==> config.mk <==
export PLATFORM = sky130hd
export DESIGN_NAME = dev_bus_arbiter
export DESIGN_NICKNAME = d
export VERILOG_FILES = /design/src/rtl/dev_bus_arbiter_pkg.sv /design/src/rtl/dev_bus_arbiter_watchdog.sv /design/src/rtl/dev_bus_arbiter.sv
export SDC_FILE = /design/constraint.sdc
export NUM_CORES = 1
export LEC_CHECK = 0
export BUFFER_PORTS_ARGS = -buffer_cell sky130_fd_sc_hd__buf_4
export CORE_ASPECT_RATIO = 0.75
export CORE_MARGIN = 2
export CORE_UTILIZATION = 40
export CTS_BUF_LIST = sky130_fd_sc_hd__clkbuf_16
export DETAILED_ROUTE_END_ITERATION = 16
export GPL_TIMING_DRIVEN = 0
export PLACE_DENSITY = 0.77
export SYNTH_ARGS = -nofsm -noshare
export SYNTH_HDL_FRONTEND = slang
export SYNTH_HIERARCHICAL = 1
export SYNTH_SLANG_ARGS = --single-unit
==> constraint.sdc <==
create_clock -name clk -period 1.5 [get_ports clk]
set_input_delay 0.225 -clock clk [delete_from_list [all_inputs] [get_ports clk]]
set_output_delay 0.225 -clock clk [all_outputs]
set_load 0.03 [all_outputs]
==> src/rtl/dev_bus_arbiter_pkg.sv <==
// Shared definitions for dev_bus_arbiter: FSM state encodings, owner codes
// and the round-robin pick helper.
package dev_bus_arbiter_pkg;

    localparam int ARB_ST_LEN = 2;

    typedef enum logic [ARB_ST_LEN-1:0] {
        ARB_ST_IDLE = 2'd0,
        ARB_ST_BUSY = 2'd1,
        ARB_ST_RESP = 2'd2
    } arb_state_t;

    localparam logic ARB_OWNER_M0 = 1'b0;
    localparam logic ARB_OWNER_M1 = 1'b1;

    // A lone requester always wins; on a tie the round-robin pointer decides.
    function automatic logic arb_pick(input logic req0, input logic req1, input logic rr);
        if (req0 && req1) begin
            return rr;
        end
        return req1 ? ARB_OWNER_M1 : ARB_OWNER_M0;
    endfunction

endpackage

==> src/rtl/dev_bus_arbiter_watchdog.sv <==
// Device-wait watchdog for dev_bus_arbiter, only instantiated when ARB_TIMEOUT_EN is defined.
// Flags expiry in the TIMEOUT-th consecutive waiting cycle without an ack.
module arb_watchdog #(
    parameter int TIMEOUT = 15
) (
    input  logic clk,
    input  logic reset,
    input  logic start,
    input  logic tick,
    input  logic ack,
    output logic expired
);

    localparam int               CNT_W = $clog2(TIMEOUT + 1);
    localparam logic [CNT_W-1:0] LAST  = CNT_W'(TIMEOUT - 1);

    logic [CNT_W-1:0] count;

    always_ff @(posedge clk) begin
        if (!reset) begin
            count <= '0;
        end else if (start) begin
            count <= '0;
        end else if (tick && !ack) begin
            count <= count + 1'b1;
        end
    end

    // An ack in the final cycle takes precedence over expiry.
    assign expired = tick && !ack && (count == LAST);

endmodule

==> src/rtl/dev_bus_arbiter.sv <==
// Round-robin arbiter sharing one peripheral port between two masters, one transaction in flight.
// Define ARB_TIMEOUT_EN to fail transactions the device never acknowledges.
module dev_bus_arbiter
    import dev_bus_arbiter_pkg::*;
#(
    parameter int ADDR_W  = 32,
    parameter int DATA_W  = 32,
    parameter int TIMEOUT = 15
) (
    input  logic              clk,
    input  logic              reset,
    input  logic              m0_req,
    input  logic              m0_we,
    input  logic [ADDR_W-1:0] m0_addr,
    input  logic [DATA_W-1:0] m0_wdata,
    output logic              m0_ready,
    output logic [DATA_W-1:0] m0_rdata,
    output logic              m0_err,
    input  logic              m1_req,
    input  logic              m1_we,
    input  logic [ADDR_W-1:0] m1_addr,
    input  logic [DATA_W-1:0] m1_wdata,
    output logic              m1_ready,
    output logic [DATA_W-1:0] m1_rdata,
    output logic              m1_err,
    output logic              dev_valid,
    output logic              dev_we,
    output logic [ADDR_W-1:0] dev_addr,
    output logic [DATA_W-1:0] dev_wdata,
    input  logic              dev_ack,
    input  logic [DATA_W-1:0] dev_rdata,
    output logic              owner,
    output logic              busy
);

    arb_state_t        state, state_d;
    logic              rr;
    logic              owner_q;
    logic              grant;
    logic              start;
    logic              expired;
    logic              err_resp;
    logic [DATA_W-1:0] rdata_q;

`ifdef ARB_TIMEOUT_EN
    logic err_q;

    arb_watchdog #(.TIMEOUT(TIMEOUT)) u_watchdog (
        .clk     (clk),
        .reset   (reset),
        .start   (start),
        .tick    (state == ARB_ST_BUSY),
        .ack     (dev_ack),
        .expired (expired)
    );

    // Only the value captured on the BUSY exit edge is ever presented.
    always_ff @(posedge clk) begin
        if (!reset) begin
            err_q <= 1'b0;
        end else if (state == ARB_ST_BUSY) begin
            err_q <= !dev_ack;
        end
    end

    assign err_resp = err_q;
`else
    logic unused_timeout;

    assign expired        = 1'b0;
    assign err_resp       = 1'b0;
    assign unused_timeout = (TIMEOUT > 0);
`endif

    always_comb begin
        state_d   = state;
        start     = 1'b0;
        grant     = arb_pick(m0_req, m1_req, rr);
        dev_valid = (state == ARB_ST_BUSY);
        busy      = (state != ARB_ST_IDLE);
        m0_ready  = 1'b0;
        m0_rdata  = '0;
        m0_err    = 1'b0;
        m1_ready  = 1'b0;
        m1_rdata  = '0;
        m1_err    = 1'b0;
        case (state)
            ARB_ST_IDLE: begin
                if (m0_req || m1_req) begin
                    state_d = ARB_ST_BUSY;
                    start   = 1'b1;
                end
            end
            ARB_ST_BUSY: begin
                if (dev_ack || expired) begin
                    state_d = ARB_ST_RESP;
                end
            end
            ARB_ST_RESP: begin
                state_d = ARB_ST_IDLE;
                if (owner_q == ARB_OWNER_M1) begin
                    m1_ready = 1'b1;
                    m1_rdata = rdata_q;
                    m1_err   = err_resp;
                end else begin
                    m0_ready = 1'b1;
                    m0_rdata = rdata_q;
                    m0_err   = err_resp;
                end
            end
            default: state_d = ARB_ST_IDLE;
        endcase
    end

    always_ff @(posedge clk) begin
        if (!reset) begin
            state     <= ARB_ST_IDLE;
            rr        <= ARB_OWNER_M0;
            owner_q   <= ARB_OWNER_M0;
            dev_we    <= 1'b0;
            dev_addr  <= '0;
            dev_wdata <= '0;
            rdata_q   <= '0;
        end else begin
            state <= state_d;
            case (state)
                ARB_ST_IDLE: begin
                    if (start) begin
                        owner_q   <= grant;
                        dev_we    <= (grant == ARB_OWNER_M1) ? m1_we    : m0_we;
                        dev_addr  <= (grant == ARB_OWNER_M1) ? m1_addr  : m0_addr;
                        dev_wdata <= (grant == ARB_OWNER_M1) ? m1_wdata : m0_wdata;
                    end
                end
                // Writes and timed-out transactions both return zero data.
                ARB_ST_BUSY: rdata_q <= (dev_ack && !dev_we) ? dev_rdata : '0;
                ARB_ST_RESP: rr <= ~owner_q;
                default: ;
            endcase
        end
    end

    assign owner = owner_q;

endmodule

# == Yosys cells after proc, flatten, opt, wreduce, memory -nomap -nowiden ==
# Index checks and enable logic that the tools add are counted.
# word_totals
reg_bits,101
out_inout_bits,136
word_cells,41
in_bits,167
# classes
n_mux,21
bitwise_logic,1
n_reduce_logical,8
n_eq_ne,4
# op_table
cell,count
32-bit two-way mux,7
1-bit two-way mux,11
2-bit two-way mux,2
2-bit case mux with 2 select lines,1
2-bit AND reduction,2
"2-bit by 1-bit == test with 1-bit output, second input constant",1
"2-bit == test, second input constant",1
1-bit logical AND,2
2-bit zero test,1
"2-bit by 1-bit != test with 1-bit output, second input constant",1
"2-bit != test, second input constant",1
2-bit nonzero test,1
1-bit zero test,1
1-bit logical OR,1
1-bit NOT,1

# == Longest topological paths before layout ==
# depth
depth_word,4
mapped_depth,6
depth_no_buf,4

# == Worst setup path after synthesis ==
# Ideal clock, no wire load.
# synth_path
path_type,reg2out
from,register owner_q (netlist: owner)
to,output m1_rdata[14]
slack_ns,-0.137
arrival_ns,1.412
stages_incl_launch_ff,5
path_buffers,1
required_ns,1.275
path_cell_list,dfxtp_1 -> inv_1 -> nor2_1 -> buf_2 -> and2_1
# synth_via
elab_chain_len,2
# synth_rtl
element,line,text
"start, declared",dev_bus_arbiter.sv:38,logic owner_q;
"start signal, assigned",dev_bus_arbiter.sv:129,owner_q <= grant;
32-bit two-way mux,dev_bus_arbiter.sv:101,if (owner_q == ARB_OWNER_M1) begin
32-bit two-way mux,dev_bus_arbiter.sv:87,case (state)
"end, declared",dev_bus_arbiter.sv:24,"output logic [DATA_W-1:0] m1_rdata,"
# No other way between the ends.

# == Worst setup path in the final report ==
# layout_path
from,register state[0]
to,output m1_rdata[28]
# layout_via
elab_chain_len,2
# layout_rtl
element,line,text
"start, declared",dev_bus_arbiter.sv:36,"arb_state_t state, state_d;"
"start signal, assigned",dev_bus_arbiter.sv:125,state <= state_d;
2-bit == test,dev_bus_arbiter.sv:87,
32-bit two-way mux,dev_bus_arbiter.sv:87,
# No other way between the ends.

==> metrics.yaml <==
synth_area_leader_cell: "dfxtp_1"
critPathKind: "register to primary output"
synthTopCellsByArea: "dfxtp_1 (37%), o311a_1 (12%), a21boi_0 (9.1%), o21bai_1 (9.0%), and3_1 (7.6%)"
cts_tree: "yes"
synthSimpleGateAreaFrac_pct: 20.2
route.detailed.drc: 0
synth_compound_area_share_pct: 35.0
powerDensity_nw_per_um2: 858
ctsHoldBuffers: 0
area_delta_synth_final_pct: 68.9
fin_area_um2: 9160
r2r_slack_ns: -0.08
whs_path_depth: 2
crit_buf_inv: 3
clk_latency_ns: 0.35
ys_warn_count: 6
vias: 6028
violations: "negative setup slack"
fin_skew_ns: 0.0129
critical_path.cell_chain: "nand2b_4, nor2_4, buf_12, clkbuf_16, and2_4, buf_6"
synth_adder_area_share_pct: 0
path_delay_family: "buffers and inverters"
worstMarginPinSlew_ns: 0.675
finalMaxSlewViolations: 0
h-tree-depth: 3
hold_viol: 0
finalCritPeriodShare_pct: 116
crit_path_max_fanout: 8
drive_gt1_share_pct: 49.7
dp.final_hpwl_um: 14500
grt_first_pass_wirelength_um: 32000
placed_area_um2: 7910
synth_most_common_cell: "dfxtp_1"
timing.fmax_mhz: 576
start_kind: "register"
die_w_um: 138
clk_path_buf_depth: 2
syn_area_per_cell_um2: 9.26
post-route-util_pct: 69.9
grtUsageTotal_pct: 27.3
slew_headroom_pct: 55.0
clock-sinks: 101
seq_area_frac_synth_pct: 37.3
status: "finished, violations left"
peakVddDrop_mv: 0.600
crit_cells: 6
drt-total-wl_um: 21300
total_power_uw: 7860
synthFlopType: "dfxtp_1"
required_ns: 1.27
ant_nets: 0
cp-end-kind: "primary output"
synth_edf_count: 0
grt_start_max_net_pins: 17
io_pins: 303
nets: 1090
worst_hold_slack_ns: 0.143
min_period_ns: 1.74
wl_per_cell_um: 19.4
io_buffers: 299
die_height_um: 105
synthArstFlopShare_pct: 0
dpl_worst_slack_ns: -0.290
antenna_found_initial: 0
yosysTopAreaCellShare_pct: 37.3
p_leak_uw: 0.00447
antennaDiodeCount: 0
postSynthRegisterBits: 101
netlist-cell-type-count: 28
viasPerCell: 5.48
dr.pass1.iters: 5
rsz0062_at_grt: "yes"
cts_root_buf: "clkbuf_16"
hold_class: "input pin to register"
synth_area_um2: 5420
max_stage_delay_ns: 0.36
synth_top_family_by_area: "compound AO/OA/AOI/OAI gates"
cts_made_buffers: 9
grt_pass1_vias: 5941
drv_cap: 0
core_area_um2: 13100
cp.arrival_ns: 1.51
place_congestion: 0.813
dr.first_iter.drc_count: 257
num_rows: 36
synthTopCellsByCount: "dfxtp_1 (101), a21boi_0 (66), and3_1 (66)"
slowest_stage: "dfxtp_4"
finalSetupViolations: 119
clk_pin_slew_ns: 0.07
r2r_cells: 6
synth_xor_area_share_pct: 0
overflow: 0
fin_ws_ns: -0.236
muxShareOfSynthArea_pct: 0
postSynthCellCount: 586
initial_core_util_pct: 41.4
dieArea_um2: 14500
worst reg2reg max path, stage by stage, from the launching register on:
cell and delay, ns:
dfxtp_4 0.37, buf_4 0.14, nor2_4 0.17, o21ai_4 0.13, buf_12 0.17, clkbuf_16 0.16
o311a_1 0.33
power by group:
group | switching (uW) | internal, uW | leakage [uW]
Clock | 1070 | 1120 | 0.000134
Sequential | 147 | 2930 | 0.000834
Combinational | 1320 | 1290 | 0.00350
cell type report:
type	count	area, um2
buffer	75	588
clock buffer	9	225
clock inverter	7	45.0
fill	1045	3950
inverter	3	16.3
multi-input combinational	407	3180
sequential	101	2030
tap	171	214
timing repair buffer	326	2860
stage by stage:
step	cells	TNS, ns
2_1_floorplan	587	0
3_3_place_gp	1057	-11.51
3_5_place_dp	1057	-11.13
4_1_cts	1084	-14.51
5_1_grt	1099	-22.00
6_report	1099	-15.35
path summary, 6_finish.rpt:
check | start | endpoint
max | state[0] | m1_rdata[28]
min | dev_ack | state[1]
max reg2reg | state[1] | dev_we
min reg2reg | owner | owner
cell usage in the layout, fill, tap and decap left out, drive strengths merged:
| master | synthesis | final |
|---|---|---|
| nor2 | 3 | 3 |
| clkbuf | 35 | 47 |
| and2 | 65 | 65 |
| and4bb | 1 | 1 |
| and3 | 66 | 66 |
| o311a | 65 | 65 |
| buf | 41 | 363 |
| clkinv | 0 | 3 |
| inv | 3 | 5 |
| dfxtp | 101 | 101 |
| o21bai | 65 | 65 |
| clkinvlp | 0 | 2 |
| a21oi | 1 | 1 |
| nor3b | 1 | 1 |
| nand2b | 3 | 3 |
| conb | 1 | 2 |
| a22oi | 32 | 32 |
| nor2b | 33 | 33 |
| o22ai | 1 | 1 |
| o21ai | 2 | 2 |
| a21boi | 66 | 66 |
| nand3 | 1 | 1 |
sequential cells by signal, summed over array words and instances (netlist names):
name	count
rr	1
owner	1
dev_wdata	32
dev_addr	32
rdata_q	32
dev_we	1
state	2
cell families after synthesis:
kind of cell           Yosys count
AOI/OAI and AO/OA              232
and+or+nand+nor                173
DFF                            101
buffers and inverters           79
other                            1
timing repair:
item	CTS	global route
endpoints found under the setup margin	106	128
setup buffers	7	9
gates resized for setup	158	63
pin swaps	28	37
cloned	4	7
routing by layer:
layer | GRT usage [%] | up-vias | routed length [um]
li1 | - | 2846 | -
met1 | 34.0 | 2900 | 8740
met2 | 47.5 | 258 | 10700
met3 | 7.10 | 24 | 1570
met4 | 6.78 | 0 | 306
met5 | 0 | - | 0
(Power assumes the default switching activity.)
